### config.mk
export PLATFORM = sky130hd
export DESIGN_NAME = ra_wrbuf_sdr
export DESIGN_NICKNAME = d
export VERILOG_FILES = /design/src/rtl/ra_pkg.sv /design/src/rtl/ra_wrbuf_fwd.sv /design/src/rtl/ra_wrbuf_sdr.sv
export SDC_FILE = /design/constraint.sdc
export NUM_CORES = 1
export LEC_CHECK = 0
export BUFFER_PORTS_ARGS = -buffer_cell sky130_fd_sc_hd__buf_4
export CORE_UTILIZATION = 35
export DETAILED_ROUTE_END_ITERATION = 12
export GPL_TIMING_DRIVEN = 0
export PLACE_DENSITY_LB_ADDON = 0.05
export SYNTH_ARGS = -nofsm -noshare
export SYNTH_HDL_FRONTEND = slang
export SYNTH_HIERARCHICAL = 1
export SYNTH_SLANG_ARGS = --single-unit
export TNS_END_PERCENT = 30
### constraint.sdc
create_clock -name clk -period 5.9 [get_ports clk]
set_clock_uncertainty 0.1 [all_clocks]
set_input_delay 1.18 -clock clk [delete_from_list [all_inputs] [get_ports clk]]
set_output_delay 1.18 -clock clk [all_outputs]
set_load 0.005 [all_outputs]
### src/rtl/ra_pkg.sv
// Shared types and helpers for the SDR array write-staging buffer.
// Entry layout and youngest-match priority select used by buffer and forwarding.
package ra_pkg;

  localparam int RA_ADR_W     = 6;
  localparam int RA_DAT_W     = 72;
  localparam int RA_MAX_DEPTH = 16;

  typedef struct packed {
    logic [RA_ADR_W-1:0] adr;
    logic [RA_DAT_W-1:0] dat;
  } ra_wrent_t;

  // Input is age-ordered (bit 0 = oldest); the highest set bit is the youngest match.
  function automatic logic [RA_MAX_DEPTH-1:0] ra_youngest_oh(input logic [RA_MAX_DEPTH-1:0] match_age);
    logic [RA_MAX_DEPTH-1:0] oh;
    oh = {RA_MAX_DEPTH{1'b0}};
    for (int i = 0; i < RA_MAX_DEPTH; i++) begin
      if (match_age[i]) begin
        oh    = {RA_MAX_DEPTH{1'b0}};
        oh[i] = 1'b1;
      end else begin
        oh = oh;
      end
    end
    return oh;
  endfunction

endpackage

### src/rtl/ra_wrbuf_fwd.sv
// Single read-port forwarding: compare against pending entries, pick the youngest
// match, and delay the result by RD_LAT cycles to line up with array read data.
module ra_wrbuf_fwd
  import ra_pkg::*;
#(
  parameter int DEPTH  = 4,
  parameter int ADR_W  = RA_ADR_W,
  parameter int DAT_W  = RA_DAT_W,
  parameter int RD_LAT = 1
) (
  input  logic                         clk,
  input  logic                         rst_n,
  input  logic                         rd_enb_i,
  input  logic [ADR_W-1:0]             rd_adr_i,
  input  logic [DEPTH-1:0]             vld_i,
  input  logic [DEPTH-1:0][ADR_W-1:0]  adr_i,
  input  logic [DEPTH-1:0][DAT_W-1:0]  dat_i,
  output logic                         hit_o,
  output logic [DAT_W-1:0]             dat_o
);

  logic [DEPTH-1:0] match_s;
  logic [DEPTH-1:0] sel_s;
  logic             hit_s;
  logic [DAT_W-1:0] dat_s;

  logic [RD_LAT-1:0] hit_q;
  logic [DAT_W-1:0]  dat_q [RD_LAT];

  // Compare and youngest-wins select; data is zero whenever there is no hit.
  always_comb begin
    match_s = {DEPTH{1'b0}};
    for (int k = 0; k < DEPTH; k++) begin
      match_s[k] = rd_enb_i & vld_i[k] & (adr_i[k] == rd_adr_i);
    end
    sel_s = DEPTH'(ra_youngest_oh(RA_MAX_DEPTH'(match_s)));
    dat_s = {DAT_W{1'b0}};
    for (int k = 0; k < DEPTH; k++) begin
      dat_s = dat_s | (dat_i[k] & {DAT_W{sel_s[k]}});
    end
    hit_s = |match_s;
  end

  // Latency-matching delay line.
  always_ff @(posedge clk or negedge rst_n) begin
    if (!rst_n) begin
      hit_q <= {RD_LAT{1'b0}};
      for (int i = 0; i < RD_LAT; i++) begin
        dat_q[i] <= {DAT_W{1'b0}};
      end
    end else begin
      hit_q[0] <= hit_s;
      dat_q[0] <= dat_s;
      for (int i = 1; i < RD_LAT; i++) begin
        hit_q[i] <= hit_q[i-1];
        dat_q[i] <= dat_q[i-1];
      end
    end
  end

  assign hit_o = hit_q[RD_LAT-1];
  assign dat_o = dat_q[RD_LAT-1];

endmodule

### src/rtl/ra_wrbuf_sdr.sv
// Write-staging FIFO in front of the 64x72 2R1W SDR array write port with read forwarding.
// Optional in-place write coalescing is enabled by defining RA_WRBUF_COALESCE_EN.
module ra_wrbuf_sdr
  import ra_pkg::*;
#(
  parameter int DEPTH  = 4,
  parameter int ADR_W  = RA_ADR_W,
  parameter int DAT_W  = RA_DAT_W,
  parameter int RD_LAT = 1
) (
  input  logic                   clk,
  input  logic                   reset,
  input  logic                   in_val,
  output logic                   in_rdy,
  input  logic [ADR_W-1:0]       in_adr,
  input  logic [DAT_W-1:0]       in_dat,
  input  logic                   hold,
  output logic                   wr_enb,
  output logic [ADR_W-1:0]       wr_adr,
  output logic [DAT_W-1:0]       wr_dat,
  input  logic                   rd0_enb,
  input  logic [ADR_W-1:0]       rd0_adr,
  input  logic                   rd1_enb,
  input  logic [ADR_W-1:0]       rd1_adr,
  output logic                   fwd0_hit,
  output logic [DAT_W-1:0]       fwd0_dat,
  output logic                   fwd1_hit,
  output logic [DAT_W-1:0]       fwd1_dat,
  output logic [$clog2(DEPTH):0] count
);

  localparam int PTR_W = $clog2(DEPTH);
  localparam int CNT_W = PTR_W + 1;

  logic [PTR_W-1:0] head_q, head_d;
  logic [PTR_W-1:0] tail_q, tail_d;
  logic [CNT_W-1:0] count_q, count_d;
  ra_wrent_t        ent_q [DEPTH];

  logic push_s;
  logic pop_s;
  logic alloc_s;
  logic coal_s;

  logic [PTR_W-1:0]             age_idx_s [DEPTH];
  logic [DEPTH-1:0]             vld_age_s;
  logic [DEPTH-1:0][ADR_W-1:0]  adr_age_s;
  logic [DEPTH-1:0][DAT_W-1:0]  dat_age_s;

  assign in_rdy = (count_q < CNT_W'(DEPTH));
  assign push_s = in_val & in_rdy;
  assign pop_s  = (count_q != {CNT_W{1'b0}}) & ~hold;
  assign wr_enb = pop_s;
  assign count  = count_q;

  // Age-ordered view of occupied entries, oldest (head) first; the draining head is included.
  always_comb begin
    for (int k = 0; k < DEPTH; k++) begin
      age_idx_s[k] = head_q + PTR_W'(k);
      vld_age_s[k] = (CNT_W'(k) < count_q);
      adr_age_s[k] = ent_q[age_idx_s[k]].adr;
      dat_age_s[k] = ent_q[age_idx_s[k]].dat;
    end
  end

`ifdef RA_WRBUF_COALESCE_EN
  logic [DEPTH-1:0] cmatch_s;
  logic [DEPTH-1:0] csel_s;
  logic [PTR_W-1:0] cidx_s;

  // A push may merge into the youngest same-address entry unless that entry is leaving now.
  always_comb begin
    cmatch_s = {DEPTH{1'b0}};
    for (int k = 0; k < DEPTH; k++) begin
      cmatch_s[k] = push_s & vld_age_s[k] & (adr_age_s[k] == in_adr) & ~((k == 0) & pop_s);
    end
    csel_s = DEPTH'(ra_youngest_oh(RA_MAX_DEPTH'(cmatch_s)));
    cidx_s = head_q;
    for (int k = 0; k < DEPTH; k++) begin
      if (csel_s[k]) begin
        cidx_s = age_idx_s[k];
      end else begin
        cidx_s = cidx_s;
      end
    end
    coal_s = |cmatch_s;
  end
`else
  assign coal_s = 1'b0;
`endif

  assign alloc_s = push_s & ~coal_s;

  // Pointer and occupancy next state.
  always_comb begin
    head_d  = head_q;
    tail_d  = tail_q;
    count_d = count_q;
    if (pop_s) begin
      head_d = head_q + {{(PTR_W-1){1'b0}}, 1'b1};
    end else begin
      head_d = head_q;
    end
    if (alloc_s) begin
      tail_d = tail_q + {{(PTR_W-1){1'b0}}, 1'b1};
    end else begin
      tail_d = tail_q;
    end
    case ({alloc_s, pop_s})
      2'b10:   count_d = count_q + {{(CNT_W-1){1'b0}}, 1'b1};
      2'b01:   count_d = count_q - {{(CNT_W-1){1'b0}}, 1'b1};
      default: count_d = count_q;
    endcase
  end

  // Pointer and occupancy registers; reset discards everything pending.
  always_ff @(posedge clk or negedge reset) begin
    if (!reset) begin
      head_q  <= {PTR_W{1'b0}};
      tail_q  <= {PTR_W{1'b0}};
      count_q <= {CNT_W{1'b0}};
    end else begin
      head_q  <= head_d;
      tail_q  <= tail_d;
      count_q <= count_d;
    end
  end

  // Entry storage; validity comes from occupancy, so contents are not reset.
  always_ff @(posedge clk) begin
    if (alloc_s) begin
      ent_q[tail_q] <= {in_adr, in_dat};
    end
`ifdef RA_WRBUF_COALESCE_EN
    if (coal_s) begin
      ent_q[cidx_s].dat <= in_dat;
    end
`endif
  end

  // Array write port drive, zero when not writing.
  always_comb begin
    if (pop_s) begin
      wr_adr = ent_q[head_q].adr;
      wr_dat = ent_q[head_q].dat;
    end else begin
      wr_adr = {ADR_W{1'b0}};
      wr_dat = {DAT_W{1'b0}};
    end
  end

  ra_wrbuf_fwd #(
    .DEPTH  (DEPTH),
    .ADR_W  (ADR_W),
    .DAT_W  (DAT_W),
    .RD_LAT (RD_LAT)
  ) u_fwd0 (
    .clk      (clk),
    .rst_n    (reset),
    .rd_enb_i (rd0_enb),
    .rd_adr_i (rd0_adr),
    .vld_i    (vld_age_s),
    .adr_i    (adr_age_s),
    .dat_i    (dat_age_s),
    .hit_o    (fwd0_hit),
    .dat_o    (fwd0_dat)
  );

  ra_wrbuf_fwd #(
    .DEPTH  (DEPTH),
    .ADR_W  (ADR_W),
    .DAT_W  (DAT_W),
    .RD_LAT (RD_LAT)
  ) u_fwd1 (
    .clk      (clk),
    .rst_n    (reset),
    .rd_enb_i (rd1_enb),
    .rd_adr_i (rd1_adr),
    .vld_i    (vld_age_s),
    .adr_i    (adr_age_s),
    .dat_i    (dat_age_s),
    .hit_o    (fwd1_hit),
    .dat_o    (fwd1_dat)
  );

endmodule

==> results of run 1 <==
## layout by cell type (no fill, tap or decap), types with 3 or more instances in the layout
cell | Yosys | final
a21oi_1 | 152 | 152
a221oi_1 | 4 | 4
a221oi_2 | 140 | 140
and2_4 | 0 | 4
buf_1 | 10 | 10
buf_16 | 0 | 5
buf_2 | 27 | 27
buf_4 | 15 | 336
buf_6 | 51 | 53
bufinv_16 | 0 | 4
clkbuf_1 | 69 | 75
clkbuf_16 | 0 | 62
clkbuf_8 | 0 | 6
clkinv_2 | 0 | 11
clkinv_4 | 0 | 5
clkinvlp_4 | 0 | 3
dfrtp_1 | 153 | 153
edfxtp_1 | 312 | 312
ha_1 | 9 | 9
inv_1 | 4 | 4
inv_2 | 4 | 4
inv_4 | 0 | 3
mux2_1 | 46 | 46
mux2_2 | 91 | 91
mux2_4 | 91 | 91
mux2i_1 | 229 | 229
mux4_2 | 8 | 8
nand2_1 | 10 | 10
nand3_1 | 5 | 5
nand4_1 | 4 | 4
nor2_1 | 303 | 303
nor2b_1 | 79 | 79
o2bb2ai_1 | 90 | 90
o2bb2ai_2 | 54 | 54
xnor2_1 | 31 | 31
xor2_1 | 21 | 21
## final cells by class
cell class,count,share of cell area (%)
antenna,2,0.01537
buffer,172,3.434
clock buffer,74,5.086
clock inverter,28,0.8528
inverter,8,0.09219
multi-input combinational,1401,38.31
sequential,465,40.52
tap,978,3.757
timing repair buffer,329,7.936
## flip-flops by register name, indices dropped and copies added (netlist names)
name,count
ent_q,312
u_fwd0/dat_o,72
u_fwd1/dat_o,72
count,3
head_q,2
tail_q,2
u_fwd0/hit_o,1
u_fwd1/hit_o,1
## per-layer routing
metal  vias to the layer above  global-route usage [%]  part of all wire, %
met2                       719                   40.59                   48
met4                        10                   9.200                  3.7
met5                         -                       0                0.057
li1                       8572                       -                    -
met1                      9712                   31.02                   42
met3                       198                   4.217                  5.9
## stage by stage
stage | hold WS (ns) | setup TNS [ns] | area, sq um | total power [uW] | worst slack [ns]
after floorplan | 0.4145 | 0 | 26810 | 9289 | 1.977
after global placement | 0.4542 | -186.62 | 30460 | 11890 | -0.6523
after detailed placement | 0.4445 | 0 | 30630 | 11940 | 0.7513
after CTS | 0.3941 | 0 | 32570 | 15560 | 0.7366
after global routing | 0.4281 | 0 | 32570 | 16200 | 0.5751
final | 0.4119 | 0 | 32570 | 15430 | 0.7389
## kinds of logic after synthesis
logic type / after synthesis
simple gates: 423
xor+xnor: 54
compound gates: 450
fa+ha+maj: 9
mux: 465
buf+inv: 180
flops: 465
## where the power goes
part | internal (uW) | switching, uW
clock | 2150 | 1410
sequential | 3970 | 187
combinational | 3050 | 4660
## path summary, 6_finish.rpt
check,depth (start not counted),to
max in group asynchronous,2,u_fwd1/dat_o[56]$_DFF_PN0_
hold / removal,1,u_fwd0/dat_o[68]$_DFF_PN0_
hold reg to reg,2,count[1]$_DFFE_PN0P_
min in group clk,2,count[1]$_DFFE_PN0P_
setup / recovery,10,u_fwd1/dat_o[27]$_DFF_PN0_
setup reg to reg,10,u_fwd1/dat_o[27]$_DFF_PN0_
## worst register-to-register path: stages, from the launching register on
cell and delay, ns:
dfrtp_1 0.36, buf_2 0.30, buf_1 0.78, clkbuf_1 0.59
a21oi_1 0.30, xor2_2 0.21, or4_4 0.53, a311oi_4 1.13
buf_6 0.32, a221oi_2 0.07, o2bb2ai_1 0.33
==> reports/qor.txt, run 1 <==
post-synthesis simple-gate area fraction = 7.037%
initial DRC count = 1364
max cap viols = 0
initial antenna violation count = 8
Post-synth EDFFs = 312
maximum vdd drop = 243.7 uV
leakage power = 0.01318 uW
pwr dens = 473.8 nW/um^2
crit path DAT = 5.54 ns
final worst-path cycle share = 87.48%
Max-Slew Margin vs Limit = 10.99%
CP peak stage delay = 1.13 ns
Synth Register Bits = 465
CP startpoint kind = flop
largest net degree at the start of global routing = 96
outcome = finished, final reports clean
most instantiated cells after synthesis = edfxtp_1 (312), nor2_1 (303), mux2i_1 (229), dfrtp_1 (153), a21oi_1 (152)
slew of the pin with the lowest slew margin = 1.335 ns
register area = 13200 sq um
Synth area leader = edfxtp_1
synth top area cells = edfxtp_1 (35%), dfrtp_1 (14%), mux2i_1 (8.5%)
CP endpoint kind = flop
main combinational cell family by area after synthesis = multiplexers
ordered list of cells on the worst path = buf_2, buf_1, clkbuf_1, a21oi_1, xor2_2, or4_4, a311oi_4, buf_6, a221oi_2, o2bb2ai_1
First-pass DRT Iterations = 5
GPL Wtd Cong = 0.8446
post-CTS resize count = 0
HPWL after detailed placement = 64.69 mm
Total GRT Usage = 24.19%
die width = 278.8 microns
Post-DRT Antenna Nets = 0
Crit path required time = 6.27 ns
Chip Height = 278.8 microns
final setup vio count = 0
Post-Syn Instances = 2046
post-synthesis mux area share = 20.07%
layout net count = 2536
Synth Flop Type = edfxtp_1
post-layout util = 42.96%
drt drc = 0
unrepaired setup endpoints after global routing = false
critical path class = flop to flop
vias in the first global route = 20310
most numerous cell in the Yosys netlist = edfxtp_1
Post-synth ARST share = 32.90%
syn_nets = 2151
Layout area overhead = 21.47%
yosys warns = 6
CTS tree = built
FF-to-FF Start = head_q[0]$_DFFE_PN0P_
Peak Freq = 193.8 MHz
drt wl/cell = 27.67 microns
synthesized area per cell = 13.11 sq um
Setup Buffers After CTS = 0
Worst-path clk slew = 0.06 ns
crit path time final = 5.161 ns
clk buf depth = 3
core area = 75820 sq um
I/O Pins = 325
clock root cell = clkbuf_16
XOR/XNOR Fraction of Synth Area = 1.820%
area of the multi-input gates = 12480 sq um
vias = 19210
cell family with most CP delay = buffers and inverters
wirelength, routed = 95.67 mm
share of layout cells above drive strength 1 = 37.14%
CTS Hold Bufs = 0
DR vias/cell = 5.557
dpl cells = 3353
Row Count = 101
post-synthesis adder-cell area fraction = 0.4200%
reg2reg setup slack = 0.74 ns
Initial Util = 35.36%
Non-Filler Instances = 3457
Fillers = 7083
I/O Buffers = 322
first-pass GRT wire length = 137.8 mm
Yosys cell types = 44
Worst-Skew Late Latency = 0.61 ns
Setup crit start = head_q[0]$_DFFE_PN0P_
crit path buf inv count = 4
slowest CP cell = a311oi_4
Final Max Slew Viols = 0
Compound-Gate Fraction of Synth Area = 17.15%
Mapped Area = 26810 sq um
sequential fraction of the synthesis area = 49.22%
Sink Count = 465
worst min path class = input port to async pin
area share of the largest cell type after synthesis = 34.94%
worst-path maximum fanout = 10
CTS H-tree depth = 2
final hold vios = 0
CTS Buf Count = 54
grt ovf = 0
DIE AREA = 77720 sq um
Power figures use the tool's default switching activity.
==> run 2, diff against run 1 <==
- SYNTH_HIERARCHICAL: 1 -> default
==> run 2 against run 1 <==
Sequential share of layout area up 1.5 points. Utilization up 0.18 points. Sequential power about the same. Area after synthesis down 4.0%. Cell area down 3.5%. Count of clock-buffer cells in the layout up 2. First-iteration DRC count up 79%. Critical path type is now flop to output pin. Largest cell class unchanged. Largest power group unchanged. Highest routed layer unchanged.
==> reports/qor.txt, run 2 <==
First-pass DRT Iterations = 6
leakage power = 0.01302 uW
worst-path maximum fanout = 10
Post-Route M1 WL = 47.41 mm
Clk pwr share = 22.8%
NetSw = 6772 uW
area post-placement = 29480 sq um
Chip Height = 273.2 microns
Worst-path clk slew = 0.06 ns
layout net count = 2864
Worst-Skew Late Latency = 0.63 ns
CTS H-tree depth = 2
CP peak stage delay = 0.63 ns
fin area = 31420 sq um
Sink Count = 465
synth top area cells = edfxtp_1 (36%), dfrtp_1 (15%), mux2i_1 (8.7%)
first-pass GRT wire length = 158.5 mm
pwr dens = 495.5 nW/um^2
Mapped Area = 25750 sq um
Post-Syn Instances = 2383
Initial Util = 35.35%
area of the multi-input gates = 11600 sq um
register area = 13200 sq um
Post-synth ARST share = 32.90%
clk buf depth = 3
sequential fraction of the synthesis area = 51.26%
CTS Buf Count = 54
most used cell, CP = clkbuf_1
internal power consumption = 8795 uW
Sequential Power Share = 26.9%
yosys warns = 0
I/O Pins = 325
Top reg by flops = ent_q
Comb power frac = 50.3%
worst min path class = input port to async pin
Layout area overhead = 22.03%
Crit path required time = 4.62 ns
drt wl/cell = 30.15 microns
Setup crit start = head_q[0]$_DFFE_PN0P_
Final Max Slew Viols = 0
Synth area leader = edfxtp_1
Total GRT Usage = 29.66%
slowest CP cell = clkbuf_1
unrepaired setup endpoints after global routing = true
synthesized area per cell = 10.80 sq um
final hold vios = 0
CP startpoint kind = flop
crit path DAT = 4.57 ns
Synth Register Bits = 465
Peak Freq = 171.1 MHz
ordered list of cells on the worst path = buf_2, buf_6, inv_2, clkbuf_2, clkbuf_1, clkbuf_1, buf_1, nor2_1, a211oi_1, buf_4
I/O Buffers = 313
CTS tree = built
share of layout cells above drive strength 1 = 21.11%
outcome = finished, final reports clean
slew of the pin with the lowest slew margin = 1.364 ns
core area = 72830 sq um
Post-synth EDFFs = 312
GPL Wtd Cong = 0.9498
CTS Hold Bufs = 0
largest net degree at the start of global routing = 94
wirelength, routed = 113.5 mm
DIE AREA = 74650 sq um
most instantiated cells after synthesis = edfxtp_1 (312), nand2_1 (277), mux2i_1 (223), a21oi_1 (182), dfrtp_1 (153)
switch share = 43.50%
vias in the first global route = 22110
met2 wire len = 52.62 mm
commonest cells after routing, fill and taps aside = buf_4 (314), edfxtp_1 (312), nand2_1 (277)
cell family with most CP delay = buffers and inverters
DR top layer = met5
max cap viols = 0
die width = 273.2 microns
syn_nets = 2488
post-layout util = 43.14%
most common cell after layout, fill and taps aside = buf_4
drt drc = 0
crit path time final = 5.846 ns
critical path class = flop to output pin
most numerous cell in the Yosys netlist = edfxtp_1
area share of the largest cell type after synthesis = 36.39%
DR vias/cell = 5.951
initial antenna violation count = 12
HPWL after detailed placement = 78.35 mm
FF-to-FF Start = head_q[0]$_DFFE_PN0P_
clock root cell = clkbuf_16
vias = 22410
grt ovf = 0
met3 routed WL = 9.619 mm
Largest register FFs = 312
initial DRC count = 2437
Yosys cell types = 57
Fillers = 6964
CP endpoint kind = output pin
final worst-path cycle share = 99.09%
crit path buf inv count = 8
Max-Slew Margin vs Limit = 8.583%
Synth Flop Type = edfxtp_1
Post-DRT Antenna Nets = 0
final setup vio count = 0
Row Count = 99
maximum vdd drop = 257.4 uV
-- run 2: cell types whose count changed in the layout (fill, tap and decap cells not counted), moves of 44 or more --
cell,change
o21ai_0,+89
mux2_4,-91
nand2_1,+267
o2bb2ai_2,-54
nand3_1,+88
nor2_1,-162
a221oi_2,-140
clkbuf_1,+61
o2bb2ai_1,-82
mux2_1,-44
and2_1,+81
a22o_1,+94
-- run 2: layout make-up --
| class | instances | share of cell area (%) |
|---|---|---|
| Antenna cell | 1 | 0.007965 |
| Clock buffer | 76 | 4.986 |
| Inverter | 10 | 0.1195 |
| Sequential cell | 465 | 42.01 |
| Tap cell | 959 | 3.819 |
| Multi-Input combinational cell | 1697 | 36.92 |
| Clock inverter | 26 | 1.039 |
| Timing Repair Buffer | 320 | 8.024 |
| Buffer | 211 | 3.074 |
-- run 2: metal layers --
metal	GRT usage (%)	vias to the layer above
met1	40.17	11270
met2	47.67	1274
met5	0	-
met4	10.41	6
li1	-	9613
met3	5.140	247
-- run 2: cells by family after synthesis --
kind of cell,Yosys count,share of synthesized area [%]
AND/OR/NAND/NOR,694,12.42
AO/OA/AOI/OAI,603,15.99
flip-flops,465,51.26
multiplexers,334,14.19
buffers and inverters,221,3.771
XOR/XNOR,57,1.939
adder cells (fa/ha/maj),9,0.4374
-- run 2: repair_timing --
action | CTS | global route
resized for setup | 12 | 10
buffers inserted | 0 | 0
setup endpoints to repair | 68 | 33
-- run 2: worst paths after layout --
check,end,slack [ns],cells past startpoint
setup / recovery,wr_adr[3],0.05,10
hold / removal,head_q[0]$_DFFE_PN0P_,0.41,1
min in group clk,count[0]$_DFFE_PN0P_,0.54,1
max in group asynchronous,u_fwd0.dat_o[45]$_DFF_PN0_,4.42,2
hold reg to reg,count[0]$_DFFE_PN0P_,0.54,1
setup reg to reg,u_fwd0.dat_o[71]$_DFF_PN0_,0.93,11
-- run 2: power groups by stage --
stage,registers (uW),logic [uW],clock network [uW]
3_5_place_dp,4250,7640,0
5_1_grt,4230,8240,3720
2_1_floorplan,4220,4500,0
4_1_cts,4190,7690,3600
6_report,4190,7830,3550
3_3_place_gp,4300,7550,0
-- run 2: per-stage QoR --
step | setup WS (ns) | instances | hold slack, ns | power [uW] | setup TNS, ns
after global placement | -0.6452 | 3655 | 0.5086 | 11850 | -149.15
after floorplan | 1.984 | 2383 | 0.4600 | 8723 | 0
after detailed placement | -0.01545 | 3661 | 0.5281 | 11890 | -0.01545
final | 0.05391 | 3765 | 0.4101 | 15570 | 0
after global routing | -0.08360 | 3764 | 0.4341 | 16190 | -0.08360
after CTS | 0.01741 | 3763 | 0.4069 | 15470 | 0
==> run 3, diff against run 2 <==
- GPL_TIMING_DRIVEN: 0 -> default
- HOLD_SLACK_MARGIN: default -> 0.05
==> run 3 against run 2 <==
Sequential power up 3%. Worst hold slack worse by 0.025 ns. Cell area down 1.5%. Die area unchanged. Critical path depth down 4. Combinational power down 20%. Final cell count down 4.3%. Fmax up 13%. Largest cell class unchanged.
==> reports/qor.txt, run 3 (synthesis results as in run 2) <==
leakage power = 0.01283 uW
largest net degree at the start of global routing = 144
CP endpoint kind = output pin
switch share = 38.50%
post-CTS resize count = 0
Row Count = 99
wirelength, routed = 85.04 mm
Power Total = 14310 uW
Setup Buffers After CTS = 0
clk buf depth = 3
worst min path class = input port to async pin
core area = 72830 sq um
worst-path maximum fanout = 89
DIE AREA = 74650 sq um
initial antenna violation count = 9
final worst-path cycle share = 87.47%
Crit path required time = 4.62 ns
vias = 20110
final hold vios = 0
Peak Freq = 193.8 MHz
pwr dens = 462.3 nW/um^2
Worst-path clk slew = 0.05 ns
Worst-Skew Late Latency = 0.62 ns
Sequential Power Share = 30.3%
worst setup path end = wr_dat[58]
CTS tree = built
area of the multi-input gates = 11640 sq um
outcome = finished, final reports clean
unrepaired setup endpoints after global routing = false
Sink Count = 465
clock root cell = clkbuf_16
die width = 273.2 microns
R2R depth = 8
sum of negative setup slack = 0 ns
Post-DRT Antenna Nets = 0
register area = 13210 sq um
internal power consumption = 8800 uW
max cap viols = 0
GPL Wtd Cong = 0.8500
crit path DAT = 3.88 ns
Clk pwr share = 25.8%
most common cell after layout, fill and taps aside = buf_4
vias in the first global route = 20340
reg2reg setup slack = 1.50 ns
Initial Util = 35.35%
drt drc = 0
layout net count = 2698
first-pass GRT wire length = 126.6 mm
final setup vio count = 0
slew of the pin with the lowest slew margin = 1.240 ns
NetSw = 5510 uW
CP startpoint kind = flop
I/O Pins = 325
met2 wire len = 41.65 mm
CTS H-tree depth = 2
CTS Buf Count = 57
initial DRC count = 1263
Top reg by flops = ent_q
Total GRT Usage = 22.36%
share of layout cells above drive strength 1 = 21.99%
maximum vdd drop = 703.5 uV
grt ovf = 0
Layout area overhead = 20.22%
Max-Slew Margin vs Limit = 16.93%
Post-Route M1 WL = 36.54 mm
critical path class = flop to output pin
met3 routed WL = 4.509 mm
Worst R2R End = u_fwd1.dat_o[19]$_DFF_PN0_
commonest cells after routing, fill and taps aside = buf_4 (350), edfxtp_1 (312), nand2_1 (277)
Final Max Slew Viols = 0
CTS Hold Bufs = 0
Largest register FFs = 312
DR vias/cell = 5.579
Comb power frac = 44.0%
DR top layer = met5
Setup crit start = head_q[0]$_DFFE_PN0P_
Chip Height = 273.2 microns
First-pass DRT Iterations = 5
FF-to-FF Start = head_q[1]$_DFFE_PN0P_
Fillers = 6885
crit path time final = 5.161 ns
drt wl/cell = 23.59 microns
I/O Buffers = 324
HPWL after detailed placement = 51.43 mm
[run 3: cell types whose count changed in the layout (fill, tap and decap cells not counted), sizes merged]
cell | before | now
clkinv | 11 | 18
clkinvlp | 3 | 1
clkdlybuf4s15 | 2 | 0
clkbuf | 215 | 77
inv | 16 | 13
bufinv | 6 | 9
buf | 390 | 362
diode | 1 | 3
[run 3: cell type report]
class | instances | share of cell area [%]
Multi-Input combinational cell | 1697 | 37.61
Sequential cell | 465 | 42.66
Inverter | 10 | 0.1455
Timing Repair Buffer | 362 | 9.237
Tap cell | 959 | 3.877
Antenna cell | 3 | 0.02425
Clock inverter | 31 | 1.302
Clock buffer | 77 | 5.142
[run 3: worst min path at each step]
stage	depth (start not counted)	from	end
after floorplan	2	count[1]$_DFFE_PN0P_	count[1]$_DFFE_PN0P_
after global placement	2	tail_q[1]$_DFFE_PN0P_	tail_q[1]$_DFFE_PN0P_
after detailed placement	2	count[1]$_DFFE_PN0P_	count[1]$_DFFE_PN0P_
after CTS	1	reset	count[0]$_DFFE_PN0P_
after global routing	1	reset	count[0]$_DFFE_PN0P_
final	1	reset	count[0]$_DFFE_PN0P_
[run 3: worst max-delay path, stage by stage (launching register included)]
cell	delay [ns]
dfrtp_4	0.84
buf_4	0.64
buf_4	0.87
nor2_1	0.11
a21oi_1	0.34
and2_1	0.18
buf_4	0.10
[run 3: power groups by stage]
stage | combinational (uW) | sequential (uW) | clock, uW
after floorplan | 4500 | 4220 | 0
after global placement | 6210 | 4380 | 0
after detailed placement | 6290 | 4400 | 0
after CTS | 6320 | 4340 | 3800
after global routing | 6910 | 4390 | 3910
final | 6290 | 4330 | 3690
[run 3: routing by layer]
layer  up-vias  track usage [%]
met4        10            6.969
met5         -                0
met3       144            3.746
met2       611            38.49
li1       9273                -
met1     10070            28.54
[run 3: metrics by stage]
step / instance area [sq um] / hold WS [ns] / cells / setup slack (ns) / util, %
after global placement: 28950 / 0.5098 / 3493 / 1.356 / 39.75
after detailed placement: 28950 / 0.5244 / 3493 / 1.337 / 39.75
final: 30950 / 0.3852 / 3604 / 0.7393 / 42.50
after global routing: 30950 / 0.3973 / 3604 / 0.4592 / 42.50
after CTS: 30940 / 0.3577 / 3601 / 0.6729 / 42.49
after floorplan: 25750 / 0.4600 / 2383 / 1.984 / -
